===== config.mk =====
export PLATFORM = sky130hd
export DESIGN_NAME = onewire_master
export DESIGN_NICKNAME = d
export VERILOG_FILES = /design/src/rtl/onewire_master.sv
export SDC_FILE = /design/constraint.sdc
export NUM_CORES = 1
export LEC_CHECK = 0
export BUFFER_PORTS_ARGS = -buffer_cell sky130_fd_sc_hd__buf_4
export CAP_MARGIN = 25
export CELL_PAD_IN_SITES_DETAIL_PLACEMENT = 1
export CELL_PAD_IN_SITES_GLOBAL_PLACEMENT = 1
export CORE_UTILIZATION = 40
export DETAILED_ROUTE_END_ITERATION = 6
export GPL_ROUTABILITY_DRIVEN = 0
export PLACE_DENSITY = 0.7
export SLEW_MARGIN = 20
export SYNTH_ARGS = -nofsm -noshare
export SYNTH_HDL_FRONTEND = slang
export SYNTH_SLANG_ARGS = --single-unit

===== constraint.sdc =====
create_clock -name C -period 2.6 [get_ports C]
set_input_delay 0.13 -clock C [delete_from_list [all_inputs] [get_ports C]]
set_output_delay 0.13 -clock C [all_outputs]
set_load 0.05 [all_outputs]

===== src/rtl/onewire_master.sv =====
// Open-drain 1-Wire master: sequences reset/presence, write and read slots on an IOBUF pad.
// Build option: define ONEWIRE_SYNC_EN for a 2-flop pad_i synchronizer (default: single flop).
module onewire_master #(
  parameter int CLK_PER_US = 50,
  parameter int CW         = $clog2(960 * CLK_PER_US + 1)
) (
  input  logic       C,
  input  logic       CLR,
  input  logic       cmd_valid,
  output logic       cmd_ready,
  input  logic [1:0] cmd,
  output logic       rsp_valid,
  output logic       rsp_bit,
  output logic       rsp_err,
  output logic       busy,
  output logic       pad_o,
  output logic       pad_t,
  input  logic       pad_i
);

  typedef enum logic [1:0] {IDLE, DRIVE, RELEASE, RECOVER} state_t;

  localparam logic [CW-1:0] RST_LOW  = CW'(480 * CLK_PER_US - 1);
  localparam logic [CW-1:0] RST_SMP  = CW'(550 * CLK_PER_US - 1);
  localparam logic [CW-1:0] RST_SLOT = CW'(960 * CLK_PER_US - 1);
  localparam logic [CW-1:0] W0_LOW   = CW'(60 * CLK_PER_US - 1);
  localparam logic [CW-1:0] BIT_LOW  = CW'(6 * CLK_PER_US - 1);
  localparam logic [CW-1:0] BIT_SMP  = CW'(15 * CLK_PER_US - 1);
  localparam logic [CW-1:0] BIT_SLOT = CW'(70 * CLK_PER_US - 1);

  state_t        state, state_n;
  logic [CW-1:0] cnt, cnt_n;
  logic [1:0]    cmd_q, cmd_q_n;
  logic          smp, smp_n;
  logic          err, err_n;
  logic          rsp_valid_n, rsp_bit_n, rsp_err_n, pad_t_n;
  logic          pad_s;
  logic [CW-1:0] low_m1, smp_m1, slot_m1;

`ifdef ONEWIRE_SYNC_EN
  logic [1:0] sync;
  always_ff @(posedge C or posedge CLR) begin
    if (CLR) sync <= '1;
    else     sync <= {sync[0], pad_i};
  end
  assign pad_s = sync[1];
`else
  logic sync;
  always_ff @(posedge C or posedge CLR) begin
    if (CLR) sync <= 1'b1;
    else     sync <= pad_i;
  end
  assign pad_s = sync;
`endif

  always_comb begin
    low_m1  = BIT_LOW;
    smp_m1  = BIT_SMP;
    slot_m1 = BIT_SLOT;
    case (cmd_q)
      2'b00: begin
        low_m1  = RST_LOW;
        smp_m1  = RST_SMP;
        slot_m1 = RST_SLOT;
      end
      2'b01:   low_m1 = W0_LOW;
      default: ;
    endcase
  end

  always_comb begin
    state_n     = state;
    cnt_n       = cnt;
    cmd_q_n     = cmd_q;
    smp_n       = smp;
    err_n       = err;
    rsp_valid_n = 1'b0;
    rsp_bit_n   = rsp_bit;
    rsp_err_n   = rsp_err;
    case (state)
      IDLE: begin
        if (cmd_valid) begin
          cmd_q_n = cmd;
          cnt_n   = '0;
          smp_n   = 1'b0;
          err_n   = ~pad_s;
          state_n = pad_s ? DRIVE : RECOVER;
        end
      end
      DRIVE: begin
        cnt_n = cnt + 1'b1;
        if (cnt == smp_m1) smp_n = pad_s;
        // Sample already taken inside the drive window: RELEASE would never see it, go straight to recovery.
        if (cnt == low_m1) state_n = (smp_m1 < low_m1) ? RECOVER : RELEASE;
      end
      RELEASE: begin
        cnt_n = cnt + 1'b1;
        if (cnt == smp_m1) begin
          smp_n   = pad_s;
          state_n = RECOVER;
        end
      end
      RECOVER: begin
        if (cnt != slot_m1) cnt_n = cnt + 1'b1;
        if (err || cnt == slot_m1) begin
          state_n     = IDLE;
          rsp_valid_n = 1'b1;
          rsp_err_n   = err;
          rsp_bit_n   = err ? 1'b0 : ((cmd_q == 2'b00) ? ~smp : smp);
        end
      end
      default: state_n = IDLE;
    endcase
    pad_t_n = (state_n != DRIVE);
  end

  always_ff @(posedge C or posedge CLR) begin
    if (CLR) begin
      state     <= IDLE;
      cnt       <= '0;
      cmd_q     <= '0;
      smp       <= 1'b0;
      err       <= 1'b0;
      rsp_valid <= 1'b0;
      rsp_bit   <= 1'b0;
      rsp_err   <= 1'b0;
      pad_t     <= 1'b1;
    end else begin
      state     <= state_n;
      cnt       <= cnt_n;
      cmd_q     <= cmd_q_n;
      smp       <= smp_n;
      err       <= err_n;
      rsp_valid <= rsp_valid_n;
      rsp_bit   <= rsp_bit_n;
      rsp_err   <= rsp_err_n;
      pad_t     <= pad_t_n;
    end
  end

  assign cmd_ready = (state == IDLE);
  assign busy      = ~cmd_ready;
  assign pad_o     = 1'b0;

endmodule


==> metrics.txt <==
grt total ovfl 0; DR DRC count 0; period utilization 90.8%; finished layout cell area 1950 sq um; #FFs+latches synth 27; number of global-route vias before repair 1669; pin count of the biggest net entering global routing 27; drt pass-1 iters 4; antenna violations before repair 0; post-synth top area cell dfrtp_1; Vias 1632; Buf/Inv on CP 0; clock transition at the registers of the reported paths 90 ps; CP arrival 2530 ps; Syn Inst Count 203; chip width 68.4 microns; DR WL/cell 19.2 microns; RSZ-0062 raised after global routing no; Core Area 4120 sq um; HP Class in -> reg; Fillers 489; part of the power in registers 38.6%; gr usage total 25.0%; share of the yosys chip area belonging to registers 38.4%; crit path cell chain or3b_4 -> or4b_4 -> a2111oi_4 -> o21ai_1 -> a221o_1; Slowest cell on crit path or4b_4; CTS buffer count 3; Mean Syn Cell Area 8.69 sq um; Die Y 68.4 microns; Hold Slack 57.9 ps; Initial Util 42.9%; post-CTS setup buffer count 0; final hold violations 0; most instantiated cells after synthesis 25 x dfrtp_1, 18 x nor2_1, 17 x nand2_1; Via density 6.23; CTS root buf clkbuf_8; IO Pins 13; EDFF count, synth 0; Pins Over Slew Limit 0; Cell Area, Placed 1890 sq um; Post-layout nets 224; CTS Buffer Depth 2; slowest stage delay, CP 500 ps; path type of the worst setup path reg -> reg; Synth top area share 35.5%; synthesis warning total 0; P_sw 0.000759 W; Crit Path Max Fanout 9; DR iter-0 viols 94; synthesized area 1760 sq um; pwr dens 865 nW/um^2; Peak supply drop 602 uV; Cell Rows 23; diodes inserted 0; FF+latch area 678 sq um; leakage power 0.829 nW; die area 4680 sq um; Setup Skew 5.21 ps; Max-slew headroom 61.7%; CTS tree done; share of cells above drive strength 1 15.6%; post-synthesis async set-or-reset flop share 100%; Int Pwr 0.000932 W; Tmin final 2360 ps; Clock Latency Late Sink 280 ps; Worst Setup Start Kind flip-flop; Finish-stage setup viols 0; Peak Freq 0.423 GHz; Critical Path Sink Type flip-flop; Largest delay share family, worst path simple AND/OR/NAND/NOR gates; Net Sw Frac 44.9%; Clk network pwr share 15.0%; Main synth FF type dfrtp_1; library cells used by synthesis 59; max-cap violations 0; Syn Nets 214; P&R area growth vs syn 10.8%; ANT nets after route 0; status finished, final reports clean; H-tree levels 1; Worst-Margin Slew 574 ps; clock sink count 27; largest cells by area after synthesis dfrtp_1 35%, o21ai_0 4.5%, nor2_1 3.8%; PortBufs 11; Final Routed Wirelength 5020 microns; Setup Total Neg Slack 0 ps; data required time of the critical path 2770 ps; most common cell in the netlist dfrtp_1; Logic pwr share 46.4%; first-pass GRT wire length 8470 microns; DP HPWL 3750 microns; multi-input logic area 987 sq um
area by class of cell:
class / count / area share [%]
multi-input cells: 153 / 50.5
flip-flops and latches: 27 / 34.7
repair buffers: 19 / 7.55
well taps: 50 / 3.20
clock buffers: 4 / 2.30
inverters: 9 / 1.73
placed cells by master, fill, tap and decap left out, types with 4 or more instances in the layout:
cell type and n:
nand4_1 6, nand2b_1 4, buf_4 17, and3_1 5, o21ai_0 16, nand2_1 17, o31ai_1 5, a21oi_1 9
nand3_1 9, ha_1 5, dfrtp_1 25, nor2_1 18, inv_1 8, nor2b_1 4
routing by layer:
layer	vias up	part of all wire [%]	GRT usage, %
li1	749	-	-
met1	837	47	35.0
met2	36	48	39.0
met3	10	2.8	2.67
met4	0	2.0	9.90
met5	-	0	0
cell families (layout without fill, tap and decap cells):
| group | count (synthesis) | in the layout | synth area share (%) |
|---|---|---|---|
| muxes | 3 | 3 | 1.84 |
| and+or+nand+nor | 83 | 83 | 25.3 |
| DFF | 27 | 27 | 38.4 |
| xor gates and xnor gates | 5 | 5 | 2.48 |
| buffers and inverters | 23 | 32 | 5.60 |
| other | 1 | 1 | 0.213 |
| adders and majority gates | 5 | 5 | 3.55 |
| AOI/OAI and AO/OA | 56 | 56 | 22.6 |
worst register-to-register path, stage by stage (launching register included):
cell and delay (ps):
dfrtp_1 480, or3b_4 440, or4b_4 500, a2111oi_4 440, o21ai_1 100, a221o_1 290
per-stage QoR:
step	std cells	total power [W]	util, %	setup slack (ps)
CTS	261	0.00169	47.2	242
global route	262	0.00181	47.5	48.9
global placement	256	0.00141	45.9	297
finish	262	0.00169	47.5	239
floorplan	203	0.00123	-	196
detailed placement	256	0.00143	45.9	268
final timing paths:
path / cells past startpoint / endpoint / slack, ps / start
setup / recovery: 5 / smp / 240 / cmd_q[1]
hold / removal: 3 / cmd_q[0] / 60 / cmd[0]
setup reg to reg: 5 / smp / 240 / cmd_q[1]
hold reg to reg: 1 / rsp_err / 510 / rsp_err
max in group asynchronous: 4 / pad_t / 1560 / CLR
min in group asynchronous: 3 / rsp_bit / 470 / CLR
registers in the layout, indices dropped and copies added, names as in the netlist:
register	count
pad_s	1
state	2
err	1
smp	1
cmd_q	2
cnt	16
rsp_bit	1
rsp_valid	1
rsp_err	1
pad_t	1
power by group through the flow:
stage | clock (W) | combinational (W) | sequential, W
finish | 0.000254 | 0.000785 | 0.000652
global route | 0.000274 | 0.000864 | 0.000670
CTS | 0.000258 | 0.000785 | 0.000647
detailed placement | 0 | 0.000779 | 0.000655
global placement | 0 | 0.000758 | 0.000647
floorplan | 0 | 0.000600 | 0.000634
timing repair:
item,CTS,global route
hold endpoints to repair,1,25
setup endpoints to repair,0,0
hold buffers,1,1
resized for setup,0,0
Power figures use the tool's default switching activity.
